## src/rtl/dm_rmw_ctrl.sv

```systemverilog
// dm_rmw_ctrl: data-memory access controller between the MEM stage and a
// word-wide single-port synchronous SRAM without byte enables. Word accesses
// pass straight through; byte/half stores become a read-modify-write pair.

package dm_pkg;
    typedef logic [31:0] word_t;
    typedef logic [31:0] dm_addr_t;

    typedef enum logic [1:0] {
        MEM_NONE  = 2'd0,
        MEM_LOAD  = 2'd1,
        MEM_STORE = 2'd2
    } ls_type_e;

    typedef enum logic [1:0] {
        LS_BYTE = 2'd0,
        LS_HALF = 2'd1,
        LS_WORD = 2'd2
    } ls_width_e;

    typedef struct packed {
        ls_type_e  ls_type;
        ls_width_e ls_width;
        logic      sign;
    } memop_struct;
endpackage

module dm_rmw_ctrl
    import dm_pkg::*;
#(
    parameter int WADDR_W = 10
) (
    input  logic               clk,
    input  logic               rst_n,
    input  logic               req_valid,
    input  memop_struct        req_memop,
    input  dm_addr_t           req_addr,
    input  word_t              req_wdata,
    output logic               req_stall,
    output logic               rsp_valid,
    output word_t              rsp_rdata,
    output logic               misalign,
    output logic               sram_ce,
    output logic               sram_we,
    output logic [WADDR_W-1:0] sram_addr,
    output word_t              sram_din,
    input  word_t              sram_dout
);

    typedef enum logic {
        IDLE   = 1'b0,
        RMW_WR = 1'b1
    } state_e;

    state_e             state_q, state_d;
    logic               load_pend_q, load_pend_d;
    logic               misalign_q, misalign_d;
    logic [WADDR_W-1:0] addr_q, addr_d;
    logic [1:0]         lane_q, lane_d;
    logic               half_q, half_d;
    logic [15:0]        wdata_q, wdata_d;

    logic               isLoad;
    logic               isStore;
    logic               isAligned;
    logic [WADDR_W-1:0] reqWordAddr;
    word_t              mergedWord;
    logic               unused_bits;

    assign isLoad      = req_valid && (req_memop.ls_type == MEM_LOAD);
    assign isStore     = req_valid && (req_memop.ls_type == MEM_STORE);
    assign reqWordAddr = req_addr[WADDR_W+1:2];

    // Sign and the bytes above the SRAM address range are consumed in WB or unused here.
    assign unused_bits = ^{req_memop.sign, req_addr[31:WADDR_W+2], req_wdata[31:16]};

    // Alignment rule: words need a 4-byte boundary, halves a 2-byte boundary.
    always_comb begin
        isAligned = 1'b1;
        case (req_memop.ls_width)
            LS_WORD: isAligned = (req_addr[1:0] == 2'b00);
            LS_HALF: isAligned = (req_addr[0] == 1'b0);
            default: isAligned = 1'b1;
        endcase
    end

    // Splice the latched store lane into the word read back during the first RMW cycle.
    always_comb begin
        mergedWord = sram_dout;
        if (half_q) begin
            if (lane_q[1]) mergedWord[31:16] = wdata_q;
            else           mergedWord[15:0]  = wdata_q;
        end else begin
            case (lane_q)
                2'd0:    mergedWord[7:0]   = wdata_q[7:0];
                2'd1:    mergedWord[15:8]  = wdata_q[7:0];
                2'd2:    mergedWord[23:16] = wdata_q[7:0];
                default: mergedWord[31:24] = wdata_q[7:0];
            endcase
        end
    end

    // Next-state and SRAM command decode; requests are ignored while the RMW write runs.
    always_comb begin
        state_d     = state_q;
        load_pend_d = 1'b0;
        misalign_d  = 1'b0;
        addr_d      = addr_q;
        lane_d      = lane_q;
        half_d      = half_q;
        wdata_d     = wdata_q;
        req_stall   = 1'b0;
        sram_ce     = 1'b0;
        sram_we     = 1'b0;
        sram_addr   = '0;
        sram_din    = '0;
        case (state_q)
            IDLE: begin
                if ((isLoad || isStore) && !isAligned) begin
                    misalign_d = 1'b1;
                end else if (isLoad) begin
                    sram_ce     = 1'b1;
                    sram_addr   = reqWordAddr;
                    load_pend_d = 1'b1;
                end else if (isStore && (req_memop.ls_width == LS_WORD)) begin
                    sram_ce   = 1'b1;
                    sram_we   = 1'b1;
                    sram_addr = reqWordAddr;
                    sram_din  = req_wdata;
                end else if (isStore) begin
                    sram_ce   = 1'b1;
                    sram_addr = reqWordAddr;
                    req_stall = 1'b1;
                    addr_d    = reqWordAddr;
                    lane_d    = req_addr[1:0];
                    half_d    = (req_memop.ls_width == LS_HALF);
                    wdata_d   = req_wdata[15:0];
                    state_d   = RMW_WR;
                end
            end
            RMW_WR: begin
                sram_ce   = 1'b1;
                sram_we   = 1'b1;
                sram_addr = addr_q;
                sram_din  = mergedWord;
                state_d   = IDLE;
            end
            default: state_d = IDLE;
        endcase
    end

    // State, response flags and RMW latches; reset drops any in-flight write at once.
    always_ff @(posedge clk or negedge rst_n) begin
        if (!rst_n) begin
            state_q     <= IDLE;
            load_pend_q <= 1'b0;
            misalign_q  <= 1'b0;
            addr_q      <= '0;
            lane_q      <= '0;
            half_q      <= 1'b0;
            wdata_q     <= '0;
        end else begin
            state_q     <= state_d;
            load_pend_q <= load_pend_d;
            misalign_q  <= misalign_d;
            addr_q      <= addr_d;
            lane_q      <= lane_d;
            half_q      <= half_d;
            wdata_q     <= wdata_d;
        end
    end

    assign rsp_valid = load_pend_q;
    assign rsp_rdata = load_pend_q ? sram_dout : '0;
    assign misalign  = misalign_q;

endmodule

```

## config.mk

```make
export PLATFORM = sky130hd
export DESIGN_NAME = dm_rmw_ctrl
export DESIGN_NICKNAME = d
export VERILOG_FILES = /design/src/rtl/dm_rmw_ctrl.sv
export SDC_FILE = /design/constraint.sdc
export NUM_CORES = 1
export LEC_CHECK = 0
export BUFFER_PORTS_ARGS = -buffer_cell sky130_fd_sc_hd__buf_4
export CAP_MARGIN = 20
export CORE_MARGIN = 8
export CORE_UTILIZATION = 41
export CTS_BUF_LIST = sky130_fd_sc_hd__clkbuf_4 sky130_fd_sc_hd__clkbuf_8
export CTS_CLUSTER_SIZE = 30
export DETAILED_ROUTE_END_ITERATION = 6
export HOLD_SLACK_MARGIN = 0.1
export PLACE_DENSITY = 0.82
export SYNTH_ARGS = -nofsm -noshare
export SYNTH_HDL_FRONTEND = slang
export SYNTH_SLANG_ARGS = --single-unit
```

## constraint.sdc

```tcl
create_clock -name clk -period 3.9 [get_ports clk]
set_clock_uncertainty 0.15 [all_clocks]
set_input_delay 0.78 -clock clk [delete_from_list [all_inputs] [get_ports clk]]
set_output_delay 0.78 -clock clk [all_outputs]
set_load 0.02 [all_outputs]
```

==> flow_summary.ini <==
[synthesis]
async_reset_ff_share_pct = 100
yosysTopAreaCell = dfrtp_1
yosysSeqAreaShare_pct = 33.6
syn_area_sq_um = 2390
synth.distinct_cells = 31
postSynthAreaPerCell_sq_um = 9.54
synth_edf_count = 0
yosys_register_bits = 32
synth_nets = 356
syn_inst = 250
ys.flop_type = dfrtp_1
yosys_warnings = 0
yosys-top-cells-area = dfrtp_1 34%, mux2_1 13%, a22o_1 9.9%
synth_top_area_share_pct = 33.6

[worst_setup_path]
cpPeakStageDelay_ns = 0.44
cp.arrival_ns = 2.42
critPathKind = in2out
ff2ff_path_depth = 4
worstPathCellList = buf_4, inv_1, ha_1, nor2_1, a2111oi_2, buf_4, a22o_1, buf_4
start_kind = input pin
cpMostUsedCell = buf_4
worst-path-max-fanout = 16
end_kind = primary output
critPathRequiredTime_ns = 2.97
crit_slowest_cell = a2111oi_2
reg2reg_slack_ns = 1.41
rr_endpoint = wdata_q[7]
crit_start = req_memop[1]
r2r-start = state_q

[final_layout]
final-seq-area_sq_um = 801
drive_above_1_share_pct = 47.5
nNetsFinal = 510
num_antenna_cells = 0
final_cell_mix = 165 x buf_4, 32 x and2_1, 32 x dfrtp_1
syn_to_final_growth_pct = 56.6
final_common_cell = buf_4
fillers = 496
multi_input_area_sq_um = 1490

[power]
power.density_nw_per_um2 = 348
peakVddDrop_mv = 0.235
p_leak_uw = 0.00189

[clock_tree]
cts_resized = 0
cts_tree = built
clock_path_buffers = 2
clk_latency_ns = 0.27
ctsHoldBuffers = 0
cts_root_buffer = clkbuf_8
cts_max_level = 2
clk_pin_slew_worst_paths_ns = 0.07
cts_sinks = 32
post_cts.repair.setup_buffers = 0
cts_buffers = 5

[route]
routedWlPerCell_um = 18.6
viasPerCell = 5.36
wl_um = 8870
firstDrtPassIters = 4
antenna_left = 0
initialDrtViolationCount = 107
drc = 0
vias = 2551

[sta]
setup_ws_ns = 0.549
fmax_mhz = 298
worst_slew_pin_slew_ns = 0.890
fin_tns_setup_ns = 0
whs_ns = 0.290
slew_violations = 0
hold_viol = 0
fin_crit_sh_pct = 85.9
grt_setup_unrepaired = false
period_minus_slack_ns = 3.35
max_slew_margin_pct = 40.6
finalSetupViolations = 0

[floorplan]
die-area_sq_um = 8520
fp.dieH_um = 92.3
die_width_um = 92.3
initial_core_util_pct = 42.8
row_count = 27
coreArea_sq_um = 5570
ios = 183

[global_routing]
grt_pass1_wl_um = 14200
grt_overflow = 0
antenna_found_initial = 0
track_usage_pct = 20.5
grt_pass1_vias = 2811
grt_max_degree = 34

[hold_path]
hold_class = in2async

[outcome]
status = finished, final reports clean

[place]
gp_congestion = 0.797
port_buffers = 161
place_ws_ns = 0.533
hpwlAfterDp_um = 7050

[job]
maxCapViolations = 0
[per-layer routing]
layer	global-route usage, %	part of all wire, %	vias up
met2	35.0	49	112
met3	8.31	10	8
li1	-	-	1207
met4	4.43	1.2	0
met1	23.5	40	1224
met5	0	0	-
[stage by stage]
stage,utilization [%],cell area [sq um],total power [uW],cells
after floorplan,-,2390,823,250
after global placement,65.3,3640,1020,469
after detailed placement,65.3,3640,1040,469
after CTS,67.0,3740,1310,476
after global routing,67.0,3740,1380,476
final,67.0,3740,1300,476
[critical path, delay by kind of cell]
kind | cells | cell delay [ns]
compound gates | 2 | 0.62
simple gates | 1 | 0.10
fa+ha+maj | 1 | 0.34
buf+inv | 4 | 0.57
[report_power, final]
group          switching (uW)  internal (uW)
registers                93.9            425
clock network             114            157
logic                     242            270
[worst max path at each step]
stage,end,slack (ns),cells after the start
finish,sram_din[5],0.55,8
global route,sram_din[26],0.33,9
CTS,sram_din[26],0.53,9
detailed placement,sram_din[26],0.53,9
global placement,sram_din[26],0.59,9
floorplan,sram_din[24],0.49,7
[state kept, by name, summed over array words and instances (netlist names)]
name / flops
addr_q: 10
rsp_valid: 1
state_q: 1
misalign: 1
half_q: 1
lane_q: 2
wdata_q: 16
[layout make-up]
| cell class | instances | share of cell area [%] |
|---|---|---|
| clock buffer | 7 | 2.58 |
| tap | 72 | 2.41 |
| multi-input combinational | 194 | 39.8 |
| sequential | 32 | 21.4 |
| timing repair buffer | 165 | 33.1 |
| inverter | 6 | 0.603 |
[kinds of logic (layout without fill, tap and decap cells)]
| group | after synthesis | in the layout | share of synthesized area, % |
|---|---|---|---|
| adder cells (fa/ha/maj) | 2 | 2 | 1.05 |
| multiplexers | 45 | 45 | 21.2 |
| AND/OR/NAND/NOR | 81 | 81 | 18.3 |
| flip-flops | 32 | 32 | 33.6 |
| buffers and inverters | 24 | 178 | 4.25 |
| XOR/XNOR | 1 | 1 | 0.367 |
| AO/OA/AOI/OAI | 65 | 65 | 21.3 |
[Yosys cell counts, drive strengths merged, types with 2 or more instances]
cell    number
mux2        44
and2        32
dfrtp       32
a22o        27
nand2       27
clkbuf      15
o21ai       14
nor2b        9
o221ai       8
o22a         7
inv          5
nor2         4
a21oi        3
buf          3
nand2b       3
ha           2
nor3         2
o21bai       2
Note: power is estimated with default switching activity, not from simulation.
